`config.mk`:
```
export PLATFORM = sky130hd
export DESIGN_NAME = odd_p_check_4bit
export DESIGN_NICKNAME = d
export VERILOG_FILES = /design/src/rtl/odd_parity_pkg.sv /design/src/rtl/odd_p_check_4bit_parity_reduce.sv /design/src/rtl/odd_p_check_4bit.sv
export SDC_FILE = /design/constraint.sdc
export NUM_CORES = 1
export LEC_CHECK = 0
export CAP_MARGIN = 5
export CORE_MARGIN = 10
export CORE_UTILIZATION = 43
export DETAILED_ROUTE_END_ITERATION = 6
export PLACE_DENSITY = 0.72
export SLEW_MARGIN = 40
export SYNTH_ARGS = -nofsm -noshare
export SYNTH_HDL_FRONTEND = slang
export SYNTH_HIERARCHICAL = 1
export SYNTH_SLANG_ARGS = --single-unit
```
`constraint.sdc`:
```
create_clock -name clk -period 2 [get_ports clk]
set_input_delay 0.4 -clock clk [delete_from_list [all_inputs] [get_ports clk]]
set_output_delay 0.4 -clock clk [all_outputs]
set_load 0.01 [all_outputs]
```
`src/rtl/odd_parity_pkg.sv`:
```
// Shared constants and the reference odd-parity error function
// for the nibble-wide receive link.
package odd_parity_pkg;

    localparam int DATA_W = 4;

    localparam logic PC_ERR = 1'b1;
    localparam logic PC_OK  = 1'b0;

    // The five bits {data, par} must hold an odd number of ones.
    // An even count is reported as an error.
    function automatic logic odd_par_err(input logic [DATA_W-1:0] data, input logic par);
        return ~(^{data, par});
    endfunction

endpackage

```
`src/rtl/odd_p_check_4bit_parity_reduce.sv`:
```
// Pure combinational XOR-reduce of a nibble and its parity bit,
// producing the parity-error flag for the current beat.
module parity_reduce
    import odd_parity_pkg::*;
(
    input  logic [DATA_W-1:0] i,
    input  logic              p,
    output logic              pc_next
);

    assign pc_next = odd_par_err(i, p);

endmodule

```
`src/rtl/odd_p_check_4bit.sv`:
```
// Receive-side odd-parity checker: registers the per-beat result and
// tracks a sticky error flag plus a saturating error count.
module odd_p_check_4bit
    import odd_parity_pkg::*;
#(
    parameter int CNT_W = 8
) (
    input  logic              clk,
    input  logic              rst_n,
    input  logic [DATA_W-1:0] i,
    input  logic              p,
    input  logic              in_valid,
    input  logic              clr,
    output logic              pc,
    output logic              pc_valid,
    output logic              err_sticky,
    output logic [CNT_W-1:0]  err_cnt
);

    logic pc_next;
    logic beat_err;
    logic cnt_full;

    parity_reduce u_parity_reduce (
        .i       (i),
        .p       (p),
        .pc_next (pc_next)
    );

    assign beat_err = in_valid && (pc_next == PC_ERR);
    assign cnt_full = (err_cnt == {CNT_W{1'b1}});

    always_ff @(posedge clk or negedge rst_n) begin
        if (!rst_n) begin
            pc       <= PC_OK;
            pc_valid <= 1'b0;
        end else begin
            pc_valid <= in_valid;
            if (in_valid) begin
                pc <= pc_next;
            end
        end
    end

    // Clear takes priority over an error beat arriving on the same edge.
    always_ff @(posedge clk or negedge rst_n) begin
        if (!rst_n) begin
            err_sticky <= 1'b0;
            err_cnt    <= '0;
        end else if (clr) begin
            err_sticky <= 1'b0;
            err_cnt    <= '0;
        end else if (beat_err) begin
            err_sticky <= 1'b1;
            if (!cnt_full) begin
                err_cnt <= err_cnt + CNT_W'(1);
            end
        end
    end

endmodule

```
Word-level counts from Yosys, hierarchy flattened
Index checks and enable logic that the tools add are counted.
Operators by class
  add/sub/neg operators: 1
  multiplexer cells: 5
  shift-type cells: 0
  magnitude comparators: 0
  divide/modulo/power cells: 0
  multipliers: 0
  reduce and logical (&&, ||, !) cells: 4
  bitwise operators: 1
  eq/ne operators: 2
Operators with widths (count)
  two-way mux 8 bit: 3
  adder 8 x 1 -> 8 bit, second input constant: 1
  equality test 8 bit, second input constant: 1
  parity 5 bit: 1
  two-way mux 1 bit: 2
  != test 2 bit, second input constant: 1
  AND reduction 2 bit: 1
  nonzero test 2 bit: 1
  logical AND 1 bit: 1
  NOT 1 bit: 1
Word-level totals
  bits in latches: 0
  input port bits: 9
  register bits: 11
  bits in writable memories: 0
  ROM bits: 0
  memories: 0

Longest topological paths before layout
  word-level depth: 5
  mapped depth: 5
  mapped depth without buffers: 5

Modules after synthesis
Netlist, hierarchy kept.
Modules (own cells, without submodules)
  odd_p_check_4bit: area each 558.0 um2, cells each 56, instances 1
  parity_reduce: area each 40.0 um2, cells each 3, instances 1

Least setup slack after synthesis
No wires, ideal clock.
  path type: input port to flip-flop
  start point: in i[0]
  end point: reg err_cnt[7]
  buffers on the path: 0
  path slack: 0.058 ns
  required time: 1.906 ns
  arrival: 1.848 ns
  stages: 5
  path through: xnor3_1 -> xnor2_1 -> nand4_2 -> or3_1 -> a211oi_1
Between the ends
  cells in the longest elaborated chain, start to end: 5
Ends and longest elaborated chain
  from (decl): RTL line odd_p_check_4bit.sv:10  | input logic [DATA_W-1:0] i,
  parity 5 bit: RTL line odd_parity_pkg.sv:13  | return ~(^{data, par});
  NOT 1 bit: RTL line odd_parity_pkg.sv:13
  named net pc_next: RTL line odd_p_check_4bit.sv:20  | logic pc_next;
  logical AND 1 bit: RTL line odd_p_check_4bit.sv:30  | assign beat_err = in_valid && (pc_next == PC_ERR);
  nonzero test 2 bit (no line)
  AND reduction 2 bit (no line)
  to (signal assigned): RTL line odd_p_check_4bit.sv:56  | err_cnt <= err_cnt + CNT_W'(1);
  to (decl): RTL line odd_p_check_4bit.sv:17  | output logic [CNT_W-1:0] err_cnt
The timed path passes the listed nets, and every way through them passes these cells.
A chain may end at the register's enable or synchronous reset.

Worst setup path in the final report
  start point: in p
  end point: reg err_cnt[6]
Between the ends
  cells in the longest elaborated chain, start to end: 5
Ends and longest elaborated chain
  from (decl): RTL line odd_p_check_4bit.sv:11  | input logic p,
  parity 5 bit: RTL line odd_parity_pkg.sv:13
  NOT 1 bit: RTL line odd_parity_pkg.sv:13
  named net pc_next: RTL line odd_p_check_4bit.sv:20
  logical AND 1 bit: RTL line odd_p_check_4bit.sv:30
  nonzero test 2 bit (no line)
  AND reduction 2 bit (no line)
The timed path passes the listed nets, and every way through them passes these cells.

==> metrics.cfg <==
[timing]
finalSetupViolations=0
slew_headroom_pct=67.0
max_freq_ghz=0.517
report.final.hold_viol_count=0
fin_crit_sh_pct=96.8
skew_ps=4.21
drv_slew=0
setup_slack_ps=64.9
rsz0062_at_grt=false
worst_slew_pin_slew_ps=494
fin_crit_ps=1940

[setup_path]
cp_slowest_cell=clkdlybuf4s50_1
reg2reg_to=err_cnt[0]$_DFFE_PN0P_
timing.rr.start=err_cnt[0]$_DFFE_PN0P_
max_stage_delay_ps=470
r2r_slack_ps=370
cpMostUsedCell=buf_4
reg2reg_depth=4
crit_chain=clkdlybuf4s50_1 -> xnor3_1 -> xnor2_2 -> buf_4 -> buf_4 -> and3_2 -> and4_1 -> nor3_1
setup.worst_path.class=input port to flop
path_max_fanout=3
arrival_ps=2120
crit_start=p
crit_required_ps=2190
startpoint_type=input port
end_kind=flop

[logic_synthesis]
avgSynthCellArea_sq_um=10.1
synth_cells=59
synth-seq-cells=11
synth_cell_types=27
synthTopCellsByArea=dfrtp_1 (46%), nand2b_1 (4.2%), a211oi_1 (3.8%)
netlist.area_leader.share_pct=46.0
ys_warn_count=6
synth_flop_cell=dfrtp_1
ys_seq_area_share_pct=46.0
synth_area_sq_um=598
synth-edff-count=0
synth_area_leader_cell=dfrtp_1
syn-num-nets=69
synthArstFlopShare_pct=100

[final_layout]
n_antenna_cell=0
synthToLayoutAreaGrowth_pct=54.0
fin_nets=97
fill_cells=109
drive_gt1_share_pct=20.9

[placement]
pre_cts_ws_ps=-484
globalplace.congestion=0.711
port_buffers=19
hpwl_um=1170

[global_routing]
busiest_layer=met2
grtUsageTotal_pct=9.84
grt_max_degree=13
grt-ovfl-total=0
antenna_found_initial=0
use_met3_pct=5.97
grt_pass1_wl_um=2700
met1_usage_pct=10.8
grt_pass1_vias=607
grt_util_met2_pct=15.5

[power]
p_leak_nw=0.391
power.total_w=0.000537
ir_worst_vdd_mv=0.397
power.density_nw_per_um2=583

[clocking]
numClockSinks=11
clkSlewWorstSetupHoldPaths_ps=70
cts_hold_buf=0
numCtsBuffers=3
cts_tree=done
cts_buffer_depth=2
h-tree-depth=1
clock_latency_ps=270
cts_root_buf=clkbuf_4

[die]
core_sq_um=1300
io-pin-count=20
rows=13
dieArea_sq_um=3280
fp.dieH_um=57.3
start_util_pct=46.0
dieWidth_um=57.3

[detailed_routing]
drcViolationCount=0
vias=585
antenna_left=0
vias_per_cell=5.79
wl_per_cell_um=15.8
drt_iter0_drc=17
drt_pre_antenna_iters=4
wl_um=1590

[status]
outcome=complete, no violations

[worst_hold_path]
hp-class=input port to async pin

[flow_run]
drv_cap=0

-- power by group --
group | leakage [nW] | switching (W) | internal (W) | total [W]
Clock | 0.0150 | 0.0000747 | 0.0000771 | 0.000152
Combinational | 0.229 | 0.0000563 | 0.0000819 | 0.000138
Sequential | 0.148 | 0.0000114 | 0.000235 | 0.000247
Total | 0.391 | 0.000142 | 0.000394 | 0.000537
-- stage by stage --
| stage | hold WS, ps | cell area, sq um | instances | setup TNS, ps | util [%] |
|---|---|---|---|---|---|
| 3_3_place_gp | 489 | 826 | 95 | -2430 | 63.5 |
| 4_1_cts | 480 | 893 | 100 | 0 | 68.7 |
| 2_1_floorplan | 104 | 598 | 59 | 0 | - |
| 3_5_place_dp | 491 | 826 | 95 | -2850 | 63.5 |
| 5_1_grt | 497 | 921 | 101 | 0 | 70.8 |
| 6_report | 461 | 921 | 101 | 0 | 70.8 |
-- worst max-delay path, delay by kind of cell --
kind          cells  cell delay [ps]
simple gates      3              550
xor+xnor          2              420
buf+inv           3              750
-- worst max-delay path by stage --
stage | end
after global placement | err_cnt[7]$_DFFE_PN0P_
final | err_cnt[6]$_DFFE_PN0P_
after global routing | err_cnt[2]$_DFFE_PN0P_
after CTS | err_cnt[7]$_DFFE_PN0P_
after floorplan | err_cnt[7]$_DFFE_PN0P_
after detailed placement | err_cnt[7]$_DFFE_PN0P_
-- final cells by class --
class / count / area [sq um] / share of cell area (%)
well taps: 15 / 18.8 / 2.04
flip-flops and latches: 11 / 275 / 29.9
clock buffers: 4 / 26.3 / 2.85
multi-input cells: 42 / 349 / 37.9
inverters: 5 / 18.8 / 2.04
repair buffers: 24 / 233 / 25.3
-- synth_stat cells (2+ instances only) --
library cell  number
nand2b_1           4
nand3_1            2
nor4_1             3
a21oi_1            3
nor3b_1            2
inv_1              5
xnor2_1            2
dfrtp_1           11
nand2_1            3
nor2_1             2
a211oi_1           3
o21ai_0            3
and4_1             2
-- kinds of logic (layout without fill, tap and decap cells) --
logic type	Yosys count	after routing	synth area share, %
xor+xnor	3	3	6.69
buf+inv	6	33	3.77
flops	11	11	46.0
compound gates	12	12	13.0
mux	2	2	3.56
simple gates	24	24	24.9
fa+ha+maj	1	1	2.09
-- cell usage in the layout, fill, tap and decap left out, drive strengths merged, types with 2 or more instances in the layout --
| cell | Yosys | final |
|---|---|---|
| and3 | 2 | 2 |
| o21ai | 3 | 3 |
| dfrtp | 11 | 11 |
| inv | 5 | 5 |
| nor3b | 2 | 2 |
| a21oi | 3 | 3 |
| xnor2 | 2 | 2 |
| clkdlybuf4s50 | 0 | 17 |
| nand2b | 4 | 4 |
| clkbuf | 1 | 4 |
| nand3 | 2 | 2 |
| buf | 0 | 5 |
| nor4 | 3 | 3 |
| nor2 | 2 | 2 |
| and4 | 2 | 2 |
| nand2 | 3 | 3 |
| a211oi | 3 | 3 |
-- flip-flops by register name, summed over array words and instances (netlist names) --
name        flops
err_cnt         8
err_sticky      1
pc              1
pc_valid        1
-- per-layer routing --
metal	part of all wire [%]	vias up
met3	11	4
met5	0	-
met2	44	23
li1	-	274
met1	42	284
met4	1.6	0
-- what timing repair did --
| item | CTS | global route |
|---|---|---|
| hold endpoints to repair | 0 | 0 |
| resized for setup | 7 | 6 |
| setup buffers | 1 | 1 |
| endpoints found under the setup margin | 7 | 5 |
| pin swaps | 7 | 6 |
| gates cloned | 0 | 0 |
Note: power is estimated with default switching activity, not from simulation.
==> edit 1 (config.mk and constraints unchanged) <==
Set the parameter `CNT_W` to 12 (it was 8).
--- a/src/rtl/odd_p_check_4bit.sv
+++ b/src/rtl/odd_p_check_4bit.sv
@@ -3,7 +3,7 @@
 module odd_p_check_4bit
     import odd_parity_pkg::*;
 #(
-    parameter int CNT_W = 8
+    parameter int CNT_W = 12
 ) (
     input  logic              clk,
     input  logic              rst_n,
Interface: changed (resized err_cnt); port bits go from 20 to 24. The function was not compared with the original's and may differ.
==> edit 1 against the unedited design <==
- wire length up 43%
- clock power rose by 20%
- largest cell class unchanged
- synthesized area grew 44%
- final area rose by 35%
- hold slack got worse by 0.043 ns
- core utilization shrank 6.8 points
- via count up 40%
- combinational power up 12%
- power increased by 23%
- sequential cell count grew 4
- worst setup slack barely moved
==> edit 1: results (changes against the unedited design) <==
[run_status]
outcome = finished, final reports clean

[worst_setup_path]
slowest_delay_ns = 0.44  ; -0.03 ns
cp_top_family = simple AND/OR/NAND/NOR gates
r2r-end = err_cnt[5]

[synthesis]
syn_inst = 85  ; +44%
ys_ff_latch = 15  ; +4
yosysUniqueCellTypes = 34  ; +26%
synth_common_cells = 15 x dfrtp_1, 8 x a21oi_1, 7 x nor2_1
seq_area_frac_synth_pct = 43.54  ; -2.5 points
synth_fp_nets = 95  ; +38%

[cells_and_area]
clk_share_pct = 2.216  ; -0.64 points
signal_buffers = 33  ; +38%
layout.nets = 130  ; +34%
largest_reg_flops = 12  ; +4
nonClkBufAreaFrac_pct = 24.27  ; -1.0 points
final.clkbuf_count = 3  ; -1
drive_gt1_share_pct = 22.69  ; +1.8 points
instances_no_fill = 146  ; +45%
n_fill_cell = 172  ; +58%
multi_input_gates = 66  ; +57%
seqCellArea_um2 = 375.4  ; +36%
postLayoutCoreUtil_pct = 63.98  ; -6.8 points

[sta]
fin_hold_ws_ns = 0.4182  ; -0.04326 ns
clock_skew_ns = 0.006681  ; +0.002468 ns
worst_pin_slew_ns = 0.5423  ; +0.04839 ns

[pwr]
power.density_nw_per_um2 = 529.9  ; -9.1%
seq-power_uw = 323  ; +31%
cellLeakagePower_nw = 0.5105  ; +30%
ir_worst_vdd_mv = 0.4202  ; +5.8%

[routing]
dr_total_vias = 818  ; +40%
drt_iter0_markers = 48  ; +31
routed_wl_um = 2275  ; +43%

[placement]
place_area_um2 = 1192  ; +44%
portBuffers = 23  ; +4
place_inst = 142  ; +49%

[grt]
grt_pass1_wl_um = 3795  ; +41%
grt_max_degree = 16  ; +3
grt_pass1_vias = 836  ; +38%
grt_usage_pct = 11.25  ; +1.4 points

[die]
core_area_um2 = 1942  ; +49%

[clocking]
insertion_delay_ns = 0.29  ; +0.02 ns
clk_pin_slew_ns = 0.10  ; +0.03 ns

==> edit 1: worst max path at each step <==
stage	slack [ns]	startpoint	cells after the start	to
finish	0.07	i[2]	7	err_cnt[7]
global route	-0.0008	i[2]	8	err_cnt[10]
CTS	0.04	i[2]	7	err_cnt[7]
detailed placement	-0.51	i[3]	7	err_cnt[7]
global placement	-0.46	i[3]	7	err_cnt[7]
floorplan	-0.03	i[3]	6	err_cnt[7]
==> edit 1: cells by family after synthesis <==
family	after synthesis	share of synthesized area, %
xor+xnor	3	4.645
compound gates	21	15.24
simple gates	39	29.46
mux	2	3.047
fa+ha+maj	1	1.451
buf+inv	4	2.612
flops	15	43.54
==> edit 1: metal layers <==
| metal | vias to the layer above | track usage, % | share of wire (%) |
|---|---|---|---|
| met4 | 0 | 6.684 | 1.1 |
| met1 | 388 | 13.45 | 43 |
| met2 | 36 | 16.75 | 46 |
| li1 | 390 | - | - |
| met3 | 4 | 4.296 | 9.9 |
| met5 | - | 0 | 0 |
==> edit 2 (same flow settings) <==
Without the edit above. Add an input register stage for `i`, `p`, `in_valid` and `clr`, with the module's reset; this delays them by one clock.
--- a/src/rtl/odd_p_check_4bit.sv
+++ b/src/rtl/odd_p_check_4bit.sv
@@ -17,17 +17,36 @@
     output logic [CNT_W-1:0]  err_cnt
 );
 
+    logic [DATA_W-1:0] i_q;
+    logic p_q;
+    logic in_valid_q;
+    logic clr_q;
+
+    always_ff @(posedge clk or negedge rst_n) begin
+        if (!rst_n) begin
+            i_q        <= '0;
+            p_q        <= '0;
+            in_valid_q <= '0;
+            clr_q      <= '0;
+        end else begin
+            i_q        <= i;
+            p_q        <= p;
+            in_valid_q <= in_valid;
+            clr_q      <= clr;
+        end
+    end
+
     logic pc_next;
     logic beat_err;
     logic cnt_full;
 
     parity_reduce u_parity_reduce (
-        .i       (i),
-        .p       (p),
+        .i       (i_q),
+        .p       (p_q),
         .pc_next (pc_next)
     );
 
-    assign beat_err = in_valid && (pc_next == PC_ERR);
+    assign beat_err = in_valid_q && (pc_next == PC_ERR);
     assign cnt_full = (err_cnt == {CNT_W{1'b1}});
 
     always_ff @(posedge clk or negedge rst_n) begin
@@ -35,8 +54,8 @@
             pc       <= PC_OK;
             pc_valid <= 1'b0;
         end else begin
-            pc_valid <= in_valid;
-            if (in_valid) begin
+            pc_valid <= in_valid_q;
+            if (in_valid_q) begin
                 pc <= pc_next;
             end
         end
@@ -47,7 +66,7 @@
         if (!rst_n) begin
             err_sticky <= 1'b0;
             err_cnt    <= '0;
-        end else if (clr) begin
+        end else if (clr_q) begin
             err_sticky <= 1'b0;
             err_cnt    <= '0;
         end else if (beat_err) begin
Check against the original RTL: not equivalent (a bounded check fails within 4 cycles, from zero or initial values and one cycle with rst_n low).
==> edit 2 against the unedited design <==
- cell count grew 8.9%
- worst setup slack gained 0.13 ns
- first-iteration DRC count shrank 71%
- maximum frequency is 6.9% higher
- power rose by 38%
- sequential cell count increased by 7
- global-route usage shrank 1.5 points
- wire length down 2.1%
- synthesized area grew 36%
- clock skew rose by 0.0072 ns
- final area up 14%
- non-clock buffer count decreased by 4
- combinational power decreased by 16%
- hold slack got worse by 0.043 ns
- critical endpoint is now err_cnt[5]
- largest power group unchanged
==> edit 2: results (changes against the unedited design) <==
[grt]
grtUsageMet1_pct = 9.340  ; -1.4 points
grt_max_degree = 19  ; +6
grt_pass1_wl_um = 2760  ; +2.3%
use_met3_pct = 1.413  ; -4.6 points
grt_util_met2_pct = 13.44  ; -2.1 points

[pwr]
ir_worst_vdd_mv = 0.5287  ; +33%
power.internal_uw = 560.1  ; +42%
cellLeakagePower_nw = 0.4355  ; +11%
comb_power_uw = 116  ; -16%
pwr-share-clk_pct = 29.9  ; +1.6 points

[clocking]
insertion_delay_ns = 0.30  ; +0.03 ns

[worst_setup_path]
reg2reg_depth = 5  ; +1
critPathKind = reg2reg
critPathRequiredTime_ns = 2.22  ; +0.03 ns
r2r-end = err_cnt[5]

[synthesis]
synth_fp_nets = 74  ; +7.2%
seq_area_frac_synth_pct = 55.30  ; +9.3 points
synth_xor_area_share_pct = 4.916  ; -1.8 points
synthMuxAreaShare_pct = 3.072  ; -0.48 points
synthAdderAreaFrac_pct = 1.536  ; -0.56 points
yosysUniqueCellTypes = 31  ; +15%

[placement]
place_congestion = 0.7639  ; +7.5%
dpl.hpwl_um = 1163  ; -0.67%
pre_cts_ws_ns = 0.1998  ; +0.6842 ns

[routing]
routed_wl_um = 1559  ; -2.1%
dr_total_vias = 573  ; -2.1%
wl_met1_um = 620  ; -8.0%
drt_iter0_markers = 5  ; -12
dr_wl_met3_um = 80  ; -56%

[sta]
fin_hold_ws_ns = 0.4183  ; -0.04315 ns
layout_min_cycle_time_ns = 1.810  ; -0.1252 ns
slew_headroom_pct = 73.78  ; +6.8 points

[cells_and_area]
layout.nets = 96  ; -1.0%
n_fill_cell = 153  ; +40%

[run_status]
outcome = finished, final reports clean

## edit 2: critical path, cell delays in order, from the launching register on
cell	delay (ns)
dfrtp_1	0.37
xnor3_1	0.37
xnor2_1	0.22
and2_1	0.34
a41oi_1	0.18
a311oi_2	0.25
## edit 2: metrics by stage
step / power [mW] / cells / cell area [µm²]
2_1_floorplan: 0.4694 / 64 / 814.5
3_3_place_gp: 0.5225 / 106 / 1017
3_5_place_dp: 0.5261 / 106 / 1017
4_1_cts: 0.7499 / 110 / 1054
5_1_grt: 0.7775 / 110 / 1054
6_report: 0.7382 / 110 / 1054
## edit 2: layout make-up
class / instances / area [µm²] / share of cell area [%]
clock buffer: 4 / 36.28 / 3.444
inverter: 1 / 3.754 / 0.3563
multi-input combinational: 42 / 334.1 / 31.71
sequential: 18 / 450.4 / 42.76
tap: 25 / 31.28 / 2.969
timing repair buffer: 20 / 197.7 / 18.76
